`src/rtl/key_event.sv`:
```
// Classifies a debounced key level into single-cycle press, release, click,
// double-click, long-press and auto-repeat pulses. All outputs are registered.
module key_event #(
  parameter int              NBITS         = 24,
  parameter logic [NBITS-1:0] LONG_CYCLES   = 24'd5_000_000,
  parameter logic [NBITS-1:0] DOUBLE_GAP    = 24'd2_500_000,
  parameter logic [NBITS-1:0] REPEAT_CYCLES = 24'd1_000_000
) (
  input  logic clk,
  input  logic rst_n,
  input  logic key_i,
  output logic press_o,
  output logic release_o,
  output logic short_o,
  output logic double_o,
  output logic long_o,
  output logic repeat_o
);

  localparam logic [2:0] S_IDLE  = 3'd0;
  localparam logic [2:0] S_DOWN1 = 3'd1;
  localparam logic [2:0] S_WAIT2 = 3'd2;
  localparam logic [2:0] S_DOWN2 = 3'd3;
  localparam logic [2:0] S_HELD  = 3'd4;

  localparam logic [NBITS-1:0] LONG_MATCH   = LONG_CYCLES - NBITS'(2);
  localparam logic [NBITS-1:0] GAP_MATCH    = DOUBLE_GAP - NBITS'(2);
  // HELD is entered with cnt cleared on the long_o edge, so matching one
  // later spaces every repeat_o exactly REPEAT_CYCLES apart.
  localparam logic [NBITS-1:0] REPEAT_MATCH = REPEAT_CYCLES - NBITS'(1);

  logic             key_d_q;
  logic [2:0]       state_q, state_d;
  logic [NBITS-1:0] cnt_q, cnt_d;
  logic             press_q, press_d;
  logic             release_q, release_d;
  logic             short_q, short_d;
  logic             double_q, double_d;
  logic             long_q, long_d;
  logic             repeat_q, repeat_d;
  logic             rise, fall;

  assign rise = key_i & ~key_d_q;
  assign fall = ~key_i & key_d_q;

  always_comb begin
    state_d   = state_q;
    cnt_d     = cnt_q + NBITS'(1);
    press_d   = 1'b0;
    release_d = 1'b0;
    short_d   = 1'b0;
    double_d  = 1'b0;
    long_d    = 1'b0;
    repeat_d  = 1'b0;
    case (state_q)
      S_IDLE: begin
        if (rise) begin
          press_d = 1'b1;
          state_d = S_DOWN1;
          cnt_d   = '0;
        end
      end
      S_DOWN1: begin
        if (fall) begin
          release_d = 1'b1;
          state_d   = S_WAIT2;
          cnt_d     = '0;
        end else if (cnt_q == LONG_MATCH) begin
          long_d  = 1'b1;
          state_d = S_HELD;
          cnt_d   = '0;
        end
      end
      S_WAIT2: begin
        if (rise) begin
          press_d = 1'b1;
          state_d = S_DOWN2;
          cnt_d   = '0;
        end else if (cnt_q == GAP_MATCH) begin
          short_d = 1'b1;
          state_d = S_IDLE;
          cnt_d   = '0;
        end
      end
      S_DOWN2: begin
        // No long-press here: a held second press only defers double_o.
        if (fall) begin
          release_d = 1'b1;
          double_d  = 1'b1;
          state_d   = S_IDLE;
          cnt_d     = '0;
        end
      end
      S_HELD: begin
        if (fall) begin
          release_d = 1'b1;
          state_d   = S_IDLE;
          cnt_d     = '0;
        end else if (cnt_q == REPEAT_MATCH) begin
          repeat_d = 1'b1;
          cnt_d    = '0;
        end
      end
      default: begin
        state_d = S_IDLE;
        cnt_d   = '0;
      end
    endcase
  end

  always_ff @(posedge clk) begin
    if (!rst_n) begin
      key_d_q   <= 1'b0;
      state_q   <= S_IDLE;
      cnt_q     <= '0;
      press_q   <= 1'b0;
      release_q <= 1'b0;
      short_q   <= 1'b0;
      double_q  <= 1'b0;
      long_q    <= 1'b0;
      repeat_q  <= 1'b0;
    end else begin
      key_d_q   <= key_i;
      state_q   <= state_d;
      cnt_q     <= cnt_d;
      press_q   <= press_d;
      release_q <= release_d;
      short_q   <= short_d;
      double_q  <= double_d;
      long_q    <= long_d;
      repeat_q  <= repeat_d;
    end
  end

  assign press_o   = press_q;
  assign release_o = release_q;
  assign short_o   = short_q;
  assign double_o  = double_q;
  assign long_o    = long_q;
  assign repeat_o  = repeat_q;

endmodule

```
`config.mk`:
```
export PLATFORM = sky130hd
export DESIGN_NAME = key_event
export DESIGN_NICKNAME = d
export VERILOG_FILES = /design/src/rtl/key_event.sv
export SDC_FILE = /design/constraint.sdc
export NUM_CORES = 1
export LEC_CHECK = 0
export ABC_AREA = 1
export CORE_ASPECT_RATIO = 1.1
export CORE_MARGIN = 3
export CORE_UTILIZATION = 59
export CTS_BUF_LIST = sky130_fd_sc_hd__clkbuf_16
export CTS_CLUSTER_SIZE = 14
export DETAILED_ROUTE_END_ITERATION = 16
export PLACE_DENSITY = 0.85
export RECOVER_POWER = 100
export SKIP_CTS_REPAIR_TIMING = 1
export SLEW_MARGIN = 20
export SYNTH_ARGS = -nofsm -noshare
export SYNTH_HDL_FRONTEND = slang
export SYNTH_SLANG_ARGS = --single-unit
```
`constraint.sdc`:
```
create_clock -name clk -period 1.9 [get_ports clk]
set_input_delay 0.475 -clock clk [delete_from_list [all_inputs] [get_ports clk]]
set_output_delay 0.475 -clock clk [all_outputs]
set_load 0.02 [all_outputs]
```
==> results of run 1 <==
## sequential cells by signal, indices dropped and copies added, names as in the netlist
signal     count
cnt_q         24
state_q        3
double_o       1
key_d_q        1
long_o         1
press_o        1
release_o      1
repeat_o       1
short_o        1
## synth_stat cells, drive strengths merged
| master | count | area (um2) |
|---|---|---|
| o32ai | 1 | 8.76 |
| nand3 | 17 | 85.1 |
| xor2 | 13 | 114 |
| buf | 3 | 27.5 |
| nand2 | 58 | 218 |
| dfxtp | 34 | 681 |
| nand4 | 8 | 50.1 |
| inv | 36 | 135 |
| o22ai | 1 | 6.26 |
| nor3 | 13 | 70.1 |
| nor2 | 61 | 234 |
| a21oi | 5 | 25.0 |
| xnor2 | 4 | 35.0 |
| nor4 | 1 | 6.26 |
| nor3b | 1 | 7.51 |
| ha | 2 | 25.0 |
| o21bai | 1 | 18.8 |
| o21ai | 2 | 10.0 |
## cell usage in the layout (no fill, tap or decap), types with 2 or more instances in the layout
master and n:
xnor2_1 4, a21oi_1 5, xor2_1 13, clkbuf_4 2
clkbuf_16 5, inv_1 36, dfxtp_1 34, nor2_2 3
nand3_1 17, nand2_1 58, o21ai_0 2, dlygate4sd3_1 7
ha_1 2, nand4_1 8, buf_4 4, nor2_1 57
nor3_1 12
## through the flow
step | worst slack, ps | TNS [ps] | area, um2 | power, W
after floorplan | 317 | 0 | 1760 | 0.000835
after global placement | -60.2 | -936 | 1930 | 0.000876
after detailed placement | -118 | -1860 | 1930 | 0.000878
after CTS | 92.0 | 0 | 2070 | 0.00163
after global routing | -20.6 | -239 | 2080 | 0.00168
final | 147 | 0 | 2080 | 0.00162
## cell type report
| type | instances | area share [%] |
|---|---|---|
| multi-input cells | 188 | 44.4 |
| well taps | 33 | 1.99 |
| flip-flops and latches | 34 | 32.8 |
| clock inverters | 3 | 0.602 |
| clock buffers | 5 | 6.02 |
| repair buffers | 17 | 7.71 |
| inverters | 36 | 6.50 |
## per-layer routing
metal | part of all wire, % | vias up | routed length (um) | GRT usage [%]
met5 | 0 | - | 0 | 0
met4 | 2.5 | 0 | 93 | 13.6
met3 | 5.2 | 10 | 194 | 5.53
met2 | 49 | 42 | 1840 | 36.9
met1 | 43 | 770 | 1620 | 26.2
li1 | - | 858 | - | -
## kinds of logic after synthesis
| family | after synthesis |
|---|---|
| AO/OA/AOI/OAI | 10 |
| buffers and inverters | 39 |
| adder cells (fa/ha/maj) | 2 |
| flip-flops | 34 |
| AND/OR/NAND/NOR | 159 |
| XOR/XNOR | 17 |
## worst register-to-register path: cells and delay by family (launching register included)
kind | cells | cell delay [ps]
xor+xnor | 1 | 190
fa+ha+maj | 1 | 200
buf+inv | 1 | 80
flops | 1 | 370
simple gates | 6 | 810
## worst max-delay path by stage
stage / to / slack, ps
floorplan: cnt_q[5] / 320
global placement: cnt_q[13] / -60
detailed placement: cnt_q[21] / -120
CTS: cnt_q[21] / 90
global route: cnt_q[2] / -20
finish: cnt_q[22] / 150
## power by group through the flow
| stage | registers [W] | logic (W) | clock network, W |
|---|---|---|---|
| floorplan | 0.000753 | 0.0000820 | 0 |
| global placement | 0.000753 | 0.000123 | 0 |
| detailed placement | 0.000753 | 0.000125 | 0 |
| CTS | 0.000738 | 0.000128 | 0.000762 |
| global route | 0.000739 | 0.000144 | 0.000797 |
| finish | 0.000738 | 0.000128 | 0.000757 |
==> impl_metrics.yaml, run 1 <==
critical_path:
  cp_num_buf_inv: 1
  r2r-start: "cnt_q[0]"
  slowest_delay_ps: 370
  worstRegToRegCells: 9
  critPathLaunch: "cnt_q[0]"
  ff2ff_setup_slack_ps: 150
  path_delay_family: "simple AND/OR/NAND/NOR gates"
  critPathKind: "reg -> reg"
  path_common_cell: "nand2_1"
  end_kind: "register"
  required_ps: 2070
  cp-start-kind: "register"
  crit_cells: 9
  cpMaxStageDelayCell: "dfxtp_1"
  cp.arrival_ps: 1920
  rr_endpoint: "cnt_q[22]"
  crit_fanout: 4
  crit_chain: "ha_1 -> nand2_1 -> nor2_4 -> nand3_1 -> inv_1 -> nand2_1 -> nor3_1 -> xor2_1 -> nor2_1"
power:
  ir_worst_vdd_v: 0.000698
  power.leakage_nw: 0.783
  power_frac_clock_pct: 46.6
  p_sw_share_pct: 22.7
  internal-power_w: 0.00125
  seqPwrFrac_pct: 45.5
  powerDensity_mw_per_mm2: 781
  power.switching_w: 0.000369
  combPwrFrac_pct: 7.9
timing:
  whs_ps: 460
  clock-skew-final_ps: 5.37
  period_minus_slack_ps: 1750
  rsz0062_at_grt: "yes"
  drv_slew: 0
  tightestPinTransition_ps: 292
  setup_viol: 0
  post-route-period-util_pct: 92.2
  relSlewSlack_pct: 80.4
  fmax_mhz: 571
  finalHoldViolCount: 0
synth:
  synthMuxAreaShare_pct: 0
  yosysWarnings: 0
  synth-simple-area-share_pct: 38.2
  synth_fa_ha_area_share_pct: 1.42
  synth_cell_types: 22
  synth_nets: 266
  yosysSeqAreaShare_pct: 38.7
  syn_inst: 261
  synth_top_family_by_area: "simple AND/OR/NAND/NOR gates"
  ys_ff_latch: 34
  syn_area_per_cell_um2: 6.73
  synth_compound_area_share_pct: 3.92
  synth_xor_area_share_pct: 8.48
  netlist_area_mm2: 0.00176
grt:
  track_usage_pct: 22.6
  grt_max_degree: 16
  grt_first_pass_wirelength_um: 6300
  antenna_found_initial: 0
  grt_remaining_overflow: 0
  grt_pass1_vias: 1494
final_layout:
  filler_cell_count: 236
  instances_no_fill: 316
  layout-area-overhead-vs-synth_pct: 18.3
  n_antenna_cell: 0
  drive_above_1_share_pct: 7.42
  fin_util_pct: 74.2
  nets: 287
  multi_input_area_um2: 923
  register_area_um2: 681
clock_tree:
  cts_sinks: 34
  cts_tree: "done"
  h-tree-depth: 2
  insertion_delay_ps: 280
  cts.path.max_buffers: 2
  cts_root_buf: "clkbuf_16"
  cts_inserted_buffers: 5
  clk_pin_slew_worst_paths_ps: 50
floorplan:
  die_width_um: 58.0
  initial_core_util_pct: 62.7
  ios: 9
  num_rows: 20
  die_area_mm2: 0.00367
  core_mm2: 0.00280
  die_height_um: 63.2
outcome:
  outcome: "finished clean"
worst_hold_path:
  hold_end: "cnt_q[0]"
  hp-class: "reg -> reg"
  hp-start: "cnt_q[0]"
  worstHoldPathCells: 1
placement:
  post-place-cells: 308
  gp_congestion: 0.972
  dp_hpwl_um: 2770
  port_buffers: 8
drt:
  drt-pass1-iter-count: 4
  first_iter_violations: 81
  drtAntennaViolNets: 0
  wire_per_inst_um: 11.9
  vias: 1680
  routed_wirelength_um: 3750
  via_per_inst: 5.32
  drc: 0
flow_run:
  drv_cap: 0
Note: power is estimated with default switching activity, not from simulation.
==> run 2: changes to the inputs <==
--- a/config.mk
+++ b/config.mk
@@ -9,9 +9,9 @@
 export CORE_ASPECT_RATIO = 1.1
 export CORE_MARGIN = 3
-export CORE_UTILIZATION = 59
+export CORE_UTILIZATION = 55
 export CTS_BUF_LIST = sky130_fd_sc_hd__clkbuf_16
 export CTS_CLUSTER_SIZE = 14
 export DETAILED_ROUTE_END_ITERATION = 16
-export PLACE_DENSITY = 0.85
+export PLACE_DENSITY = 0.8
 export RECOVER_POWER = 100
 export SKIP_CTS_REPAIR_TIMING = 1
==> constraint.sdc (replaced) <==
create_clock -name clk -period 1.9 [get_ports clk]
set_input_delay 0.285 -clock clk [delete_from_list [all_inputs] [get_ports clk]]
set_output_delay 0.285 -clock clk [all_outputs]
set_load 0.02 [all_outputs]
==> run 2 against run 1 <==
Flip-flop and latch count is the same. First-iteration DRC count rose by 2.5%. Final cell count fell by 1.3%. Sequential share of layout area fell by 0.079 points. Cell area is 0.24% higher. Sequential power is essentially flat. Fmax rose by 2.1%. Critical path type unchanged. Critical endpoint is now cnt_q[9]. Largest power group unchanged.
==> impl_metrics.yaml, run 2 (same netlist as run 1, synthesis figures left out) <==
power:
  combPwrFrac_pct: 6.5
  power.switching_w: 0.000365
  p_sw_share_pct: 20.9
  seqPwrFrac_pct: 42.2
  ir_worst_vdd_v: 0.000775
  power.leakage_nw: 0.780
  powerDensity_mw_per_mm2: 839
  power_frac_clock_pct: 51.3
  internal-power_w: 0.00138
  power.total_w: 0.00175
grt:
  grt_pass1_vias: 1568
  antenna_found_initial: 0
  grt_remaining_overflow: 0
  grt_max_degree: 25
  grt_first_pass_wirelength_um: 6790
  track_usage_pct: 23.0
clock_tree:
  cts_root_buf: "clkbuf_16"
  h-tree-depth: 2
  cts.path.max_buffers: 2
  cts_sinks: 34
  insertion_delay_ps: 280
  cts_tree: "done"
  cts_inserted_buffers: 5
  clk_pin_slew_worst_paths_ps: 50
worst_hold_path:
  hp-start: "cnt_q[0]"
  hp-class: "reg -> reg"
  worstHoldPathCells: 1
  hold_end: "cnt_q[0]"
floorplan:
  initial_core_util_pct: 60.5
  die_width_um: 59.9
  core_mm2: 0.00290
  num_rows: 20
  die_area_mm2: 0.00391
  die_height_um: 65.3
  ios: 9
final_layout:
  reg.largest.list: "cnt_q: 24 flops, state_q: 3 flops"
  instances_no_fill: 312
  mostFrequentLayoutCells: "nand2_1, nor2_1, inv_1"
  nets: 283
  layout-area-overhead-vs-synth_pct: 18.6
  register_area_um2: 681
  drive_above_1_share_pct: 7.53
  top_register: "cnt_q"
  largest_reg_flops: 24
  multi_input_area_um2: 931
  filler_cell_count: 238
  n_antenna_cell: 0
timing:
  relSlewSlack_pct: 78.9
  fmax_mhz: 582
  tightestPinTransition_ps: 314
  rsz0062_at_grt: "no"
  clock-skew-final_ps: 5.43
  post-route-period-util_pct: 90.4
  period_minus_slack_ps: 1720
  setup_viol: 0
  setup_slack_ps: 183
  whs_ps: 461
  finalHoldViolCount: 0
  drv_slew: 0
  tns_ps: 0
drt:
  vias: 1620
  drc: 0
  drtAntennaViolNets: 0
  wire_per_inst_um: 12.5
  drt-pass1-iter-count: 4
  first_iter_violations: 83
  via_per_inst: 5.19
  routed_wirelength_um: 3900
critical_path:
  cp.arrival_ps: 1870
  cp-start-kind: "register"
  end_kind: "register"
  rr_endpoint: "cnt_q[9]"
  ff2ff_setup_slack_ps: 180
  crit_fanout: 24
  critPathKind: "reg -> reg"
  r2r-start: "cnt_q[1]"
  required_ps: 2060
  worstRegToRegCells: 11
placement:
  dp_slack_ps: 70.7
  post-place-cells: 304
  port_buffers: 8
  gp_congestion: 0.945
  dp_hpwl_um: 2780
outcome:
  outcome: "finished clean"
flow_run:
  drv_cap: 0
run 2: changes by cell type in the layout (fill, tap and decap cells not counted), sizes merged:
| cell | before | now |
|---|---|---|
| buf | 6 | 5 |
| inv | 37 | 36 |
| dlygate4sd3 | 7 | 8 |
| clkbuf | 8 | 5 |
| bufinv | 0 | 1 |
| clkdlybuf4s50 | 1 | 0 |
run 2: metal layers:
| layer | track usage (%) | share of wire [%] | wire [um] |
|---|---|---|---|
| met5 | 0 | 0 | 0 |
| met4 | 12.7 | 3.9 | 153 |
| met3 | 6.09 | 3.5 | 136 |
| met2 | 36.6 | 48 | 1880 |
| met1 | 27.3 | 45 | 1740 |
run 2: worst max-delay path, stage by stage, from the launching register on:
cell	delay, ps
dfxtp_1	370
ha_1	190
nand2_1	90
nor2_4	140
nand2_1	70
nor2_1	140
nand3_1	80
nand2_1	60
nand2_1	80
o21bai_4	140
buf_12	180
nor2_1	50
run 2: area by class of cell:
class	instances	area share (%)
Inverter	36	6.49
Sequential cell	34	32.7
Timing Repair Buffer	13	6.25
Tap cell	33	1.98
Multi-Input combinational cell	188	44.7
Clock buffer	5	6.01
Clock inverter	3	1.92
run 2: metrics by stage:
step	instance area (um2)	util (%)
after floorplan	1760	-
after global placement	1900	65.5
after detailed placement	1900	65.5
after CTS	2070	71.2
after global routing	2080	71.8
final	2080	71.8
run 2: worst max-delay path by stage:
| stage | start | to | slack [ps] |
|---|---|---|---|
| after floorplan | cnt_q[0] | cnt_q[5] | 320 |
| after global placement | key_i | cnt_q[9] | 120 |
| after detailed placement | key_i | cnt_q[4] | 70 |
| after CTS | cnt_q[0] | cnt_q[18] | 110 |
| after global routing | cnt_q[0] | cnt_q[9] | 20 |
| final | cnt_q[1] | cnt_q[9] | 180 |
run 2: power groups by stage:
| stage | registers, W | clock network, W | logic [W] |
|---|---|---|---|
| after floorplan | 0.000753 | 0 | 0.0000820 |
| final | 0.000738 | 0.000896 | 0.000114 |
| after detailed placement | 0.000753 | 0 | 0.000113 |
| after global placement | 0.000753 | 0 | 0.000111 |
| after global routing | 0.000739 | 0.000941 | 0.000125 |
| after CTS | 0.000738 | 0.000906 | 0.000114 |
==> run 3: changes to the inputs <==
- CORE_UTILIZATION: 55 -> 26
- PLACE_DENSITY: 0.8 -> 0.47
==> run 3 against run 2 <==
Flip-flop and latch count unchanged. Critical path depth down 2. Hold slack better by 13 ps. Total power down 8.8%. Routed wire length up 0.49%. Final cell count up 15%. Utilization down 39 points. Critical path type unchanged. Largest cell class unchanged. Highest routed layer unchanged.
==> impl_metrics.yaml, run 3 (same netlist as run 1, synthesis figures left out) <==
clock_tree:
  cts_sinks: 34
  cts_tree: "done"
  cts_root_buf: "clkbuf_16"
  cts.path.max_buffers: 2
  h-tree-depth: 2
  insertion_delay_ps: 270
  clk_pin_slew_worst_paths_ps: 50
  cts_inserted_buffers: 5
critical_path:
  slowest_delay_ps: 380
  cpMaxStageDelayCell: "dfxtp_1"
  critPathKind: "reg -> reg"
  r2r-start: "cnt_q[0]"
  end_kind: "register"
  cp_num_buf_inv: 1
  required_ps: 2070
  path_delay_family: "simple AND/OR/NAND/NOR gates"
  crit_chain: "ha_1 -> nand2_1 -> nor2_2 -> nand3_1 -> inv_1 -> nand2_1 -> nor3_1 -> xor2_1 -> nor2_1"
  crit_fanout: 4
  critPathLaunch: "cnt_q[0]"
  cp.arrival_ps: 1910
  path_common_cell: "nand2_1"
  cp-start-kind: "register"
floorplan:
  num_rows: 30
  die_height_um: 92.2
  ios: 9
  core_mm2: 0.00634
  die_width_um: 84.4
  initial_core_util_pct: 27.7
  die_area_mm2: 0.00778
final_layout:
  reg.largest.list: "cnt_q: 24 flops, state_q: 3 flops"
  design_area_mm2: 0.00211
  drive_above_1_share_pct: 6.43
  top_register: "cnt_q"
  multi_input_area_um2: 918
  n_antenna_cell: 0
  nets: 284
  register_area_um2: 681
  layout_commonest_cell: "nand2_1"
  mostFrequentLayoutCells: "nand2_1, nor2_1, inv_1"
  layout-area-overhead-vs-synth_pct: 19.9
  filler_cell_count: 683
  largest_reg_flops: 24
worst_hold_path:
  hp-start: "cnt_q[0]"
  hp-class: "reg -> reg"
placement:
  dp_hpwl_um: 3050
  dp_slack_ps: 109
  port_buffers: 8
  placed_area_mm2: 0.00197
  gp_congestion: 0.841
power:
  power_frac_clock_pct: 46.7
  powerDensity_mw_per_mm2: 757
  combPwrFrac_pct: 6.9
  seqPwrFrac_pct: 46.4
  power.switching_w: 0.000351
  power.leakage_nw: 0.771
  power.total_w: 0.00159
  internal-power_w: 0.00124
  ir_worst_vdd_v: 0.000424
  p_sw_share_pct: 22.0
grt:
  grt_first_pass_wirelength_um: 6820
  grt_remaining_overflow: 0
  grt_max_degree: 25
  antenna_found_initial: 0
  track_usage_pct: 11.0
  grt_pass1_vias: 1488
timing:
  fmax_mhz: 574
  clock-skew-final_ps: 2.94
  setup_slack_ps: 157
  drv_slew: 0
  finalHoldViolCount: 0
  post-route-period-util_pct: 91.8
  tightestPinTransition_ps: 301
  relSlewSlack_pct: 79.8
  setup_viol: 0
  period_minus_slack_ps: 1740
flow_run:
  drv_cap: 0
drt:
  drt-pass1-iter-count: 4
  vias: 1574
  drc: 0
  drtAntennaViolNets: 0
  routed_wirelength_um: 3920
  wire_per_inst_um: 10.9
  first_iter_violations: 48
  via_per_inst: 4.37
outcome:
  outcome: "finished clean"
==> run 3: cell types whose count changed in the layout (fill, tap and decap cells not counted), sizes merged <==
cell / previous run / this run
bufinv: 1 / 0
clkbuf: 5 / 6
inv: 36 / 37
==> run 3: worst reg2reg max path, stage by stage, from the launching register on <==
cell	delay (ps)
dfxtp_1	380
ha_1	200
nand2_1	70
nor2_2	140
nand3_1	160
inv_1	90
nand2_1	130
nor3_1	250
xor2_1	170
nor2_1	50
==> run 3: worst paths after layout <==
kind,slack [ps],to,depth (start not counted)
worst max-delay path,160,cnt_q[22],9
worst min register to register,470,cnt_q[0],1
worst min-delay path,470,cnt_q[0],1
worst max register to register,160,cnt_q[22],9
==> run 3: area by class of cell <==
| class | count | area share [%] |
|---|---|---|
| flip-flops and latches | 34 | 32.3 |
| clock buffers | 5 | 5.94 |
| multi-input cells | 188 | 43.6 |
| inverters | 36 | 6.42 |
| repair buffers | 14 | 6.36 |
| clock inverters | 3 | 0.594 |
| well taps | 80 | 4.75 |
==> run 3: routing by layer <==
metal | share of wire [%] | routed length, um | global-route usage [%] | up-vias
met5 | 0 | 0 | 0 | -
met4 | 1.3 | 51 | 4.35 | 0
met3 | 3.4 | 135 | 3.41 | 4
met2 | 46 | 1810 | 18.2 | 20
met1 | 49 | 1930 | 13.4 | 700
li1 | - | - | - | 850
==> run 3: power by group through the flow <==
stage               combinational, W  sequential (W)  clock, W
finish                      0.000110        0.000739  0.000744
detailed placement          0.000115        0.000753         0
global placement            0.000115        0.000753         0
global route                0.000126        0.000739  0.000817
floorplan                  0.0000820        0.000753         0
CTS                         0.000115        0.000738  0.000779
==> run 3: per-stage QoR <==
step / hold WS (ps) / TNS [ps] / utilization (%) / std cells
after floorplan: 378 / 0 / - / 261
after global placement: 450 / 0 / 31.0 / 352
after detailed placement: 455 / 0 / 31.0 / 352
after CTS: 469 / 0 / 33.2 / 360
after global routing: 505 / -1.58 / 33.2 / 360
final: 474 / 0 / 33.2 / 360
